File: config.mk
export PLATFORM = sky130hd
export DESIGN_NAME = mem_burst_arbiter
export DESIGN_NICKNAME = d
export VERILOG_FILES = /design/src/rtl/mem_burst_arbiter.sv
export SDC_FILE = /design/constraint.sdc
export NUM_CORES = 1
export LEC_CHECK = 0
export CAP_MARGIN = 20
export CORE_MARGIN = 5
export CORE_UTILIZATION = 30
export CTS_BUF_LIST = sky130_fd_sc_hd__clkbuf_4 sky130_fd_sc_hd__clkbuf_8
export DETAILED_ROUTE_END_ITERATION = 16
export DONT_BUFFER_PORTS = 1
export PLACE_DENSITY_LB_ADDON = 0.08
export SLEW_MARGIN = 20
export SYNTH_ARGS = -nofsm -noshare
export SYNTH_HDL_FRONTEND = slang
export SYNTH_SLANG_ARGS = --single-unit
File: constraint.sdc
create_clock -name clock -period 6.8 [get_ports clock]
set_clock_uncertainty 0.05 [all_clocks]
set_input_delay 1.36 -clock clock [delete_from_list [all_inputs] [get_ports clock]]
set_output_delay 1.36 -clock clock [all_outputs]
set_load 0.01 [all_outputs]
File: src/rtl/mem_burst_arbiter.sv
// Two-requester round-robin arbiter that splits 1/4/8/16-word bursts into single-word memory accesses.
// Optional range checking of each burst is enabled by defining MEM_ARB_RANGE_CHECK_EN.
module mem_burst_arbiter #(
  parameter logic [31:0] START_ADDR = 32'h8002_0000,
  parameter int unsigned DEPTH      = 1048576
) (
  input  logic        clock,
  input  logic        reset,
  input  logic [1:0]  req,
  input  logic [1:0]  rw,
  input  logic [3:0]  size,
  input  logic [63:0] addr,
  input  logic [63:0] wdata,
  output logic [1:0]  gnt,
  output logic [1:0]  beat_ack,
  output logic [1:0]  rvalid,
  output logic [31:0] rdata,
  output logic [1:0]  done,
  output logic [1:0]  err,
  output logic [31:0] mem_address,
  output logic [31:0] mem_data_in,
  output logic [1:0]  mem_access_size,
  output logic        mem_rw,
  output logic        mem_enable,
  input  logic        mem_busy,
  input  logic [31:0] mem_data_out
);

  typedef enum logic [1:0] {IDLE, BURST, DRAIN, DONE} state_t;

  state_t      r_state, w_next;
  logic [1:0]  r_gnt;
  logic        r_owner;
  logic        r_last;
  logic        r_rw;
  logic        r_err;
  logic [31:0] r_base;
  logic [3:0]  r_beat;
  logic [3:0]  r_last_beat;
  logic [1:0]  r_rvalid;

  logic        w_pick;
  logic [1:0]  w_size;
  logic [31:0] w_base;
  logic [3:0]  w_last_beat;
  logic        w_issue;
  logic        w_oor;
  logic        w_range_err;
  logic [63:0] w_end;
  logic [63:0] w_limit;

  // Both requesting: the one that did not own the previous burst wins.
  assign w_pick = (req == 2'b11) ? ~r_last : req[1];
  assign w_size = w_pick ? size[3:2] : size[1:0];
  assign w_base = w_pick ? {addr[63:34], 2'b00} : {addr[31:2], 2'b00};

  always_comb begin
    case (w_size)
      2'b00:   w_last_beat = 4'd0;
      2'b01:   w_last_beat = 4'd3;
      2'b10:   w_last_beat = 4'd7;
      default: w_last_beat = 4'd15;
    endcase
  end

  assign w_end   = 64'(w_base) + (64'(w_last_beat) + 64'd1) * 64'd4;
  assign w_limit = 64'(START_ADDR) + 64'(DEPTH);
  assign w_oor   = (w_base < START_ADDR) || (w_end > w_limit);

`ifdef MEM_ARB_RANGE_CHECK_EN
  assign w_range_err = w_oor;
`else
  // Range logic stays elaborated but can never flag a burst.
  assign w_range_err = w_oor && 1'b0;
`endif

  assign w_issue = (r_state == BURST) && !mem_busy;

  // NOTE: every signal driven here gets a default first, so no path leaves one unassigned (no latch).
  always_comb begin
    w_next      = r_state;
    mem_enable  = 1'b0;
    mem_rw      = 1'b0;
    mem_address = 32'h0;
    beat_ack    = 2'b00;
    done        = 2'b00;
    err         = 2'b00;
    case (r_state)
      IDLE: begin
        if (req != 2'b00) w_next = w_range_err ? DONE : BURST;
      end
      BURST: begin
        mem_enable  = 1'b1;
        mem_rw      = r_rw;
        mem_address = r_base + {26'd0, r_beat, 2'b00};
        beat_ack    = w_issue ? r_gnt : 2'b00;
        if (w_issue && (r_beat == r_last_beat)) w_next = r_rw ? DRAIN : DONE;
      end
      DRAIN: w_next = DONE;
      DONE: begin
        done   = r_gnt;
        err    = r_err ? r_gnt : 2'b00;
        w_next = IDLE;
      end
      default: w_next = IDLE;
    endcase
  end

  // NOTE: state registers use non-blocking assignments so every flop samples pre-edge values.
  always_ff @(posedge clock) begin
    if (reset) begin
      r_state     <= IDLE;
      r_gnt       <= 2'b00;
      r_owner     <= 1'b0;
      r_last      <= 1'b1;
      r_rw        <= 1'b0;
      r_err       <= 1'b0;
      r_base      <= 32'h0;
      r_beat      <= 4'd0;
      r_last_beat <= 4'd0;
      r_rvalid    <= 2'b00;
    end else begin
      r_state  <= w_next;
      r_rvalid <= (w_issue && r_rw) ? r_gnt : 2'b00;
      case (r_state)
        IDLE: begin
          if (req != 2'b00) begin
            r_owner     <= w_pick;
            r_gnt       <= {w_pick, ~w_pick};
            r_base      <= w_base;
            r_rw        <= w_pick ? rw[1] : rw[0];
            r_last_beat <= w_last_beat;
            r_beat      <= 4'd0;
            r_err       <= w_range_err;
          end
        end
        BURST: begin
          if (w_issue) r_beat <= r_beat + 4'd1;
        end
        DONE: begin
          r_gnt  <= 2'b00;
          r_last <= r_owner;
          r_err  <= 1'b0;
        end
        default: ;
      endcase
    end
  end

  assign gnt             = r_gnt;
  assign rvalid          = r_rvalid;
  assign rdata           = mem_data_out;
  assign mem_data_in     = r_owner ? wdata[63:32] : wdata[31:0];
  assign mem_access_size = 2'b00;

endmodule
* After elaboration in Yosys (flattened, before gate mapping)
Cells that the tools add are included.
** Word-level totals
- Bits in registers :: 50
** Operators by class
- Add/subtract/negate cells :: 2
- Equality and inequality tests :: 10
- Mux-type cells :: 25
- Bitwise operators :: 3
- Reduce and logical (&&, ||, !) cells :: 14
** Operator list (number)
- 2-to-1 mux 32 bit :: 3
- adder 32 x 6 -> 32 bit :: 1
- 2-to-1 mux 2 bit :: 9
- one-hot mux 4 bit (3 select lines) :: 1
- equality test 2 bit (second input constant) :: 4
- 2-to-1 mux 4 bit :: 2
- one-hot mux 2 bit (4 select lines) :: 1
- one-hot mux 4 bit (2 select lines) :: 1
- 2-to-1 mux 1 bit :: 6
- AND reduction 2 bit :: 3
- nonzero test 2 bit :: 3
- adder 4 x 1 -> 4 bit (second input constant) :: 1
- equality test 2 x 1 -> 1 bit (second input constant) :: 2
- equality test 4 bit :: 1
- logical NOT 2 bit :: 2
- != test 2 bit (second input constant) :: 2
- one-hot mux 2 bit (2 select lines) :: 1
- logical AND 1 bit :: 3
- inverter 1 bit :: 3
- AND reduction 3 bit :: 1
- != test 2 x 1 -> 1 bit (second input constant) :: 1
- one-hot mux 1 bit (2 select lines) :: 1
- OR reduction 2 bit :: 1
- logical NOT 1 bit :: 1

* Depth between registers and ports, before layout
- Depth in word-level cells :: 5
- Depth in mapped cells :: 9
- Depth with buffers taken out :: 7

* Worst setup path after synthesis
Ideal clock, no wire load.
- Path kind :: flip-flop to output port
- From :: register r_beat[0]
- To :: output mem_address[22]
- Data arrival time :: 2.239 ns
- Slack :: 3.151 ns
- Cell stages (with the launch flop) :: 9
- Buffers on the path :: 1
- Cell sequence :: dfxtp_1 ha_1 inv_1 fa_1 nand2b_1 a21o_1 clkbuf_1 or4_1 a21oi_1
** On the way
- Longest elaborated chain between the ends :: 2
** Ends and longest elaborated chain
- start: declaration :: RTL line 38 : logic [3:0] r_beat;
- start signal: assignment :: RTL line 138 : if (w_issue) r_beat <= r_beat + 4'd1;
- adder 32 x 6 -> 32 bit :: RTL line 95 : mem_address = r_base + {26'd0, r_beat, 2'b00};
- 2-to-1 mux 32 bit :: RTL line 88 : case (r_state)
- end: declaration :: RTL line 20 : output logic [31:0] mem_address,
Every way passes these cells.

* Worst setup path after layout
- From :: register r_beat[0]
- To :: output mem_address[24]
Same word-level chain as after synthesis.

==> run summary <==
Summing internal, switching and leakage power gives 1.23 mW. The fraction of the mapped netlist area in simple logic gates came out at 0.193. In this run the critical register-to-register path is launched from r_state[0]. The overall die area came out at 15,100 µm². Compared with the post-synthesis result, the final layout area differs by -1.57%.

For this run, design rule violations remaining after detail routing come to 0. The maximum root-to-sink buffer count came out at 2. After filler insertion, the fill cell instance count of the layout stands at 1,375. The number of ports placed on the die boundary is between 200 and 300. Dividing the final minimum period by the clock period gives 0.643. The met3 usage came out at 0.0392. The path class of the lowest-slack min-delay path is reg2reg. The weighted congestion at the end of routability-driven global placement is between 0.7 and 0.8. The worst-case register-to-register setup slack is 4430 ps. The worst hold path begins at r_last_beat[1]. The count of unique library cells instantiated by Yosys is 53. The adder-cell share of the synthesized area is 0.0348. After synthesis, the largest family of logic cells by area is simple AND/OR/NAND/NOR gates. The final max-slew violation count came out at 0. dfxtp_1 takes more of the synthesized area than any other cell. The share of total power dissipated in sequential elements is 0.376. The total congestion overflow is 0.

The fraction of the mapped netlist area in compound gates is 0.186. After clock tree synthesis, the setup repair step added 0 buffers. The number of buffer and inverter instances along the worst setup path is 1.

The length in cells of the worst reg-to-reg path came out at 5. Clock tree synthesis selected as its root buffer the cell clkbuf_8. For this design the static power due to leakage is between 1 and 1.5 nW. The worst max-slew margin expressed relative to the limit is 0.378.

The initialized floorplan defines 41 standard-cell rows. The first global-routing pass estimated 17,400 µm of wire. The critical path goes through ha_1, inv_1, fa_1, nand2b_1, a21o_1, or4_1, a21oi_1.

The number of standard cells in the layout, taps in and fillers out came out at 583. In the final layout, the share of cells above drive strength 1 is 0.119. After synthesis, the mean cell area works out to 8.19 µm². The share of total power dissipated in the clock network is 0.153. In the synthesized netlist the dominant register cell turns out to be dfxtp_1. The total number of vias is around 3,200. Setup repair after global routing left no endpoint under its margin.

The actual transition at the worst max-transition pin came out at 932 ps. Measured along the x axis, the die boundary spans 123 µm. Summing all flip-flop and latch instances after layout gives 921 µm². The worst hold slack across all endpoints came out at 430 ps. After clock tree synthesis, the flow added hold-fix buffers numbering 0.

The fraction of power consumed by combinational cells is 0.471. The internal power came out at 0.663 mW. The die is approximately 120 µm tall. The number of synthesis warnings is 0. Clock-pin slew was measured on the worst setup and hold paths at 90 ps. The routed wire length per instance is ~21 µm. The run finished with clean final reports.

The endpoint identified for the worst register-to-register timing path is r_state[0]. The routed design has approximately 12,000 µm of wire. By startpoint and endpoint, the worst setup path is classified as reg2out. The endpoint required time on the critical path is 5390 ps. Summing all multi-input logic gate instances after layout gives approximately 2400 µm². The worst setup path is captured at an output pin. The post-cts sizing count is 0.

The share of the core filled with cells in the final layout is 0.299. Data arrives at the worst endpoint at 2960 ps. The delay contributed by the slowest stage of the critical path came out at 580 ps. The type of element launching the critical path is a flop.

The worst vdd rail ir drop came out at 125 µV. The detailed router finished its first iteration with between 60 and 70 violations. The count of final hold-check violations was 0.

The fraction of synthesis flops using an asynchronous set or reset pin came out at 0. The count of endpoints failing setup in the final report came out at 0. The pre-antenna-repair detailed-routing pass consisted of 4 iterations. The remaining antenna violation count after routing is 0. The initial antenna violation count was 0.

The net switching component of the power is 0.569 mW. The portion of synthesized cell area occupied by the leading cell type is 0.241. The number of cells after detailed placement came out at approximately 580.

The count of input and output buffers came out at 0. Among all cell types in the netlist, the one instantiated most often is nor2_1. In the global route stage, met2 resource usage came out at 0.230. Once detailed placement completed, the half-perimeter wirelength came to 9180 µm. For this run, the total global-route usage over all layers was measured as 0.151. The number of synthesized register bits came out at 46.

The final net count came out at 591. The clock sink total came out at 46. The post-synthesis instance area came out at 3810 µm².

The routing usage on met1 came out at 0.202. The via count of the first global-routing pass came out at 3,019. The number of maximum-capacitance constraint violations is 0. The critical path's slowest cell is or4_1. The core box area came out at 12,600 µm². By count the netlist is led by nor2_1, dfxtp_1, buf_4, mux2i_1, a211oi_1. The initial core utilization came out at 0.304. The post-synthesis share of cell area spent on xor and xnor gates is 0.0230.

Broken down by cell family, the worst path's largest delay share belongs to simple AND/OR/NAND/NOR gates. The via density per instance came out at 5.43. The clock latency of the later-clocked register in the worst-skew pair is about 310 ps. Along the worst hold path, the cell count comes to 2.

Timing would allow up to 229 MHz. The maximum number of pins on one net before global-route repair came out at 67. For hold timing, the worst endpoint is r_last_beat[1].

By area the synthesized netlist is led by dfxtp_1, mux2i_1, mux2_2. The deepest level of the CTS H-tree came out at 2. The total clock buffers created by CTS came out at 5. The biggest fanout along the worst timing path came out at 19. In this run the power density over the cells is 328 nW/µm². The share of cell area taken by muxes after synthesis is 0.192.

The layer flagged by global routing as most heavily used is met2. The shortest period the worst path allows is about 4400 ps. The number of antenna diodes came out at 0.

TritonCTS built the clock tree. Counting flops with a built-in enable in the synthesized netlist gives 0. The synthesized instance count is 466.

The register area share after synthesis is 0.241. The total negative slack is 0 ps. The switching share of power came out at 0.462.
## placed cells by master, fill, tap and decap left out, drive strengths merged, types with 6 or more instances in the layout
cell type  Yosys  routed
inv           16      16
nand4          7       7
mux2i         37      37
o31ai         16      16
clkbuf        23       7
nand2b         7       7
dfxtp         46      46
nand2         16      16
o21ai          7       7
ha             9       9
xnor2          6       6
or4           15      15
conb           1       6
nor2          53      53
mux2          32      32
a211oi        33      33
a21oi         25      25
nand3         10      10
## worst reg2reg max path, stage by stage (launching register included)
cell and delay [ps]:
dfxtp_1 350, inv_1 120, ha_1 350, nor3b_1 800
a2111oi_0 140, a2111oi_0 450
## routing by layer
layer	vias to the layer above	routed length, µm
met2	119	5450
met4	0	293
li1	1553	-
met5	-	0
met1	1460	5440
met3	32	871
## stage by stage
| stage | cell area (µm²) | worst slack [ps] |
|---|---|---|
| global route | 3750 | 2230 |
| global placement | 3660 | 2770 |
| finish | 3750 | 2430 |
| detailed placement | 3660 | 2750 |
| CTS | 3750 | 2370 |
| floorplan | 3830 | 3150 |
## cell type report
| type | instances | area share |
|---|---|---|
| Timing Repair Buffer | 4 | 0.00800 |
| Multi-Input combinational cell | 336 | 0.647 |
| Inverter | 17 | 0.0170 |
| Tap cell | 172 | 0.0573 |
| Sequential cell | 46 | 0.245 |
| Clock buffer | 7 | 0.0240 |
| Clock inverter | 1 | 0.00133 |
## sequential cells by signal (all words and copies together), names as in the netlist
signal and flops:
gnt 2, r_beat 4, r_rw 1, r_state 2, r_owner 1, rvalid 2, r_base 30, r_last 1
r_last_beat 3
## power groups by stage
stage	logic [mW]	clock network, mW	registers, mW
2_1_floorplan	0.508	0	0.434
3_3_place_gp	0.589	0	0.467
3_5_place_dp	0.590	0	0.469
4_1_cts	0.593	0.204	0.463
5_1_grt	0.658	0.216	0.479
6_report	0.581	0.188	0.463
## kinds of logic after synthesis
| group | Yosys count |
|---|---|
| AOI/OAI and AO/OA | 103 |
| buffers and inverters | 89 |
| DFF | 46 |
| xor gates and xnor gates | 10 |
| other | 1 |
| adders and majority gates | 10 |
| muxes | 69 |
| and+or+nand+nor | 138 |
## worst max path at each step
stage | start | endpoint | cells after the start
2_1_floorplan | r_beat[0] | mem_address[22] | 8
3_3_place_gp | r_beat[0] | mem_address[30] | 7
3_5_place_dp | r_beat[0] | mem_address[30] | 7
4_1_cts | r_beat[0] | mem_address[30] | 7
5_1_grt | r_beat[0] | mem_address[30] | 7
6_report | r_beat[0] | mem_address[24] | 7
Power figures use the tool's default switching activity.
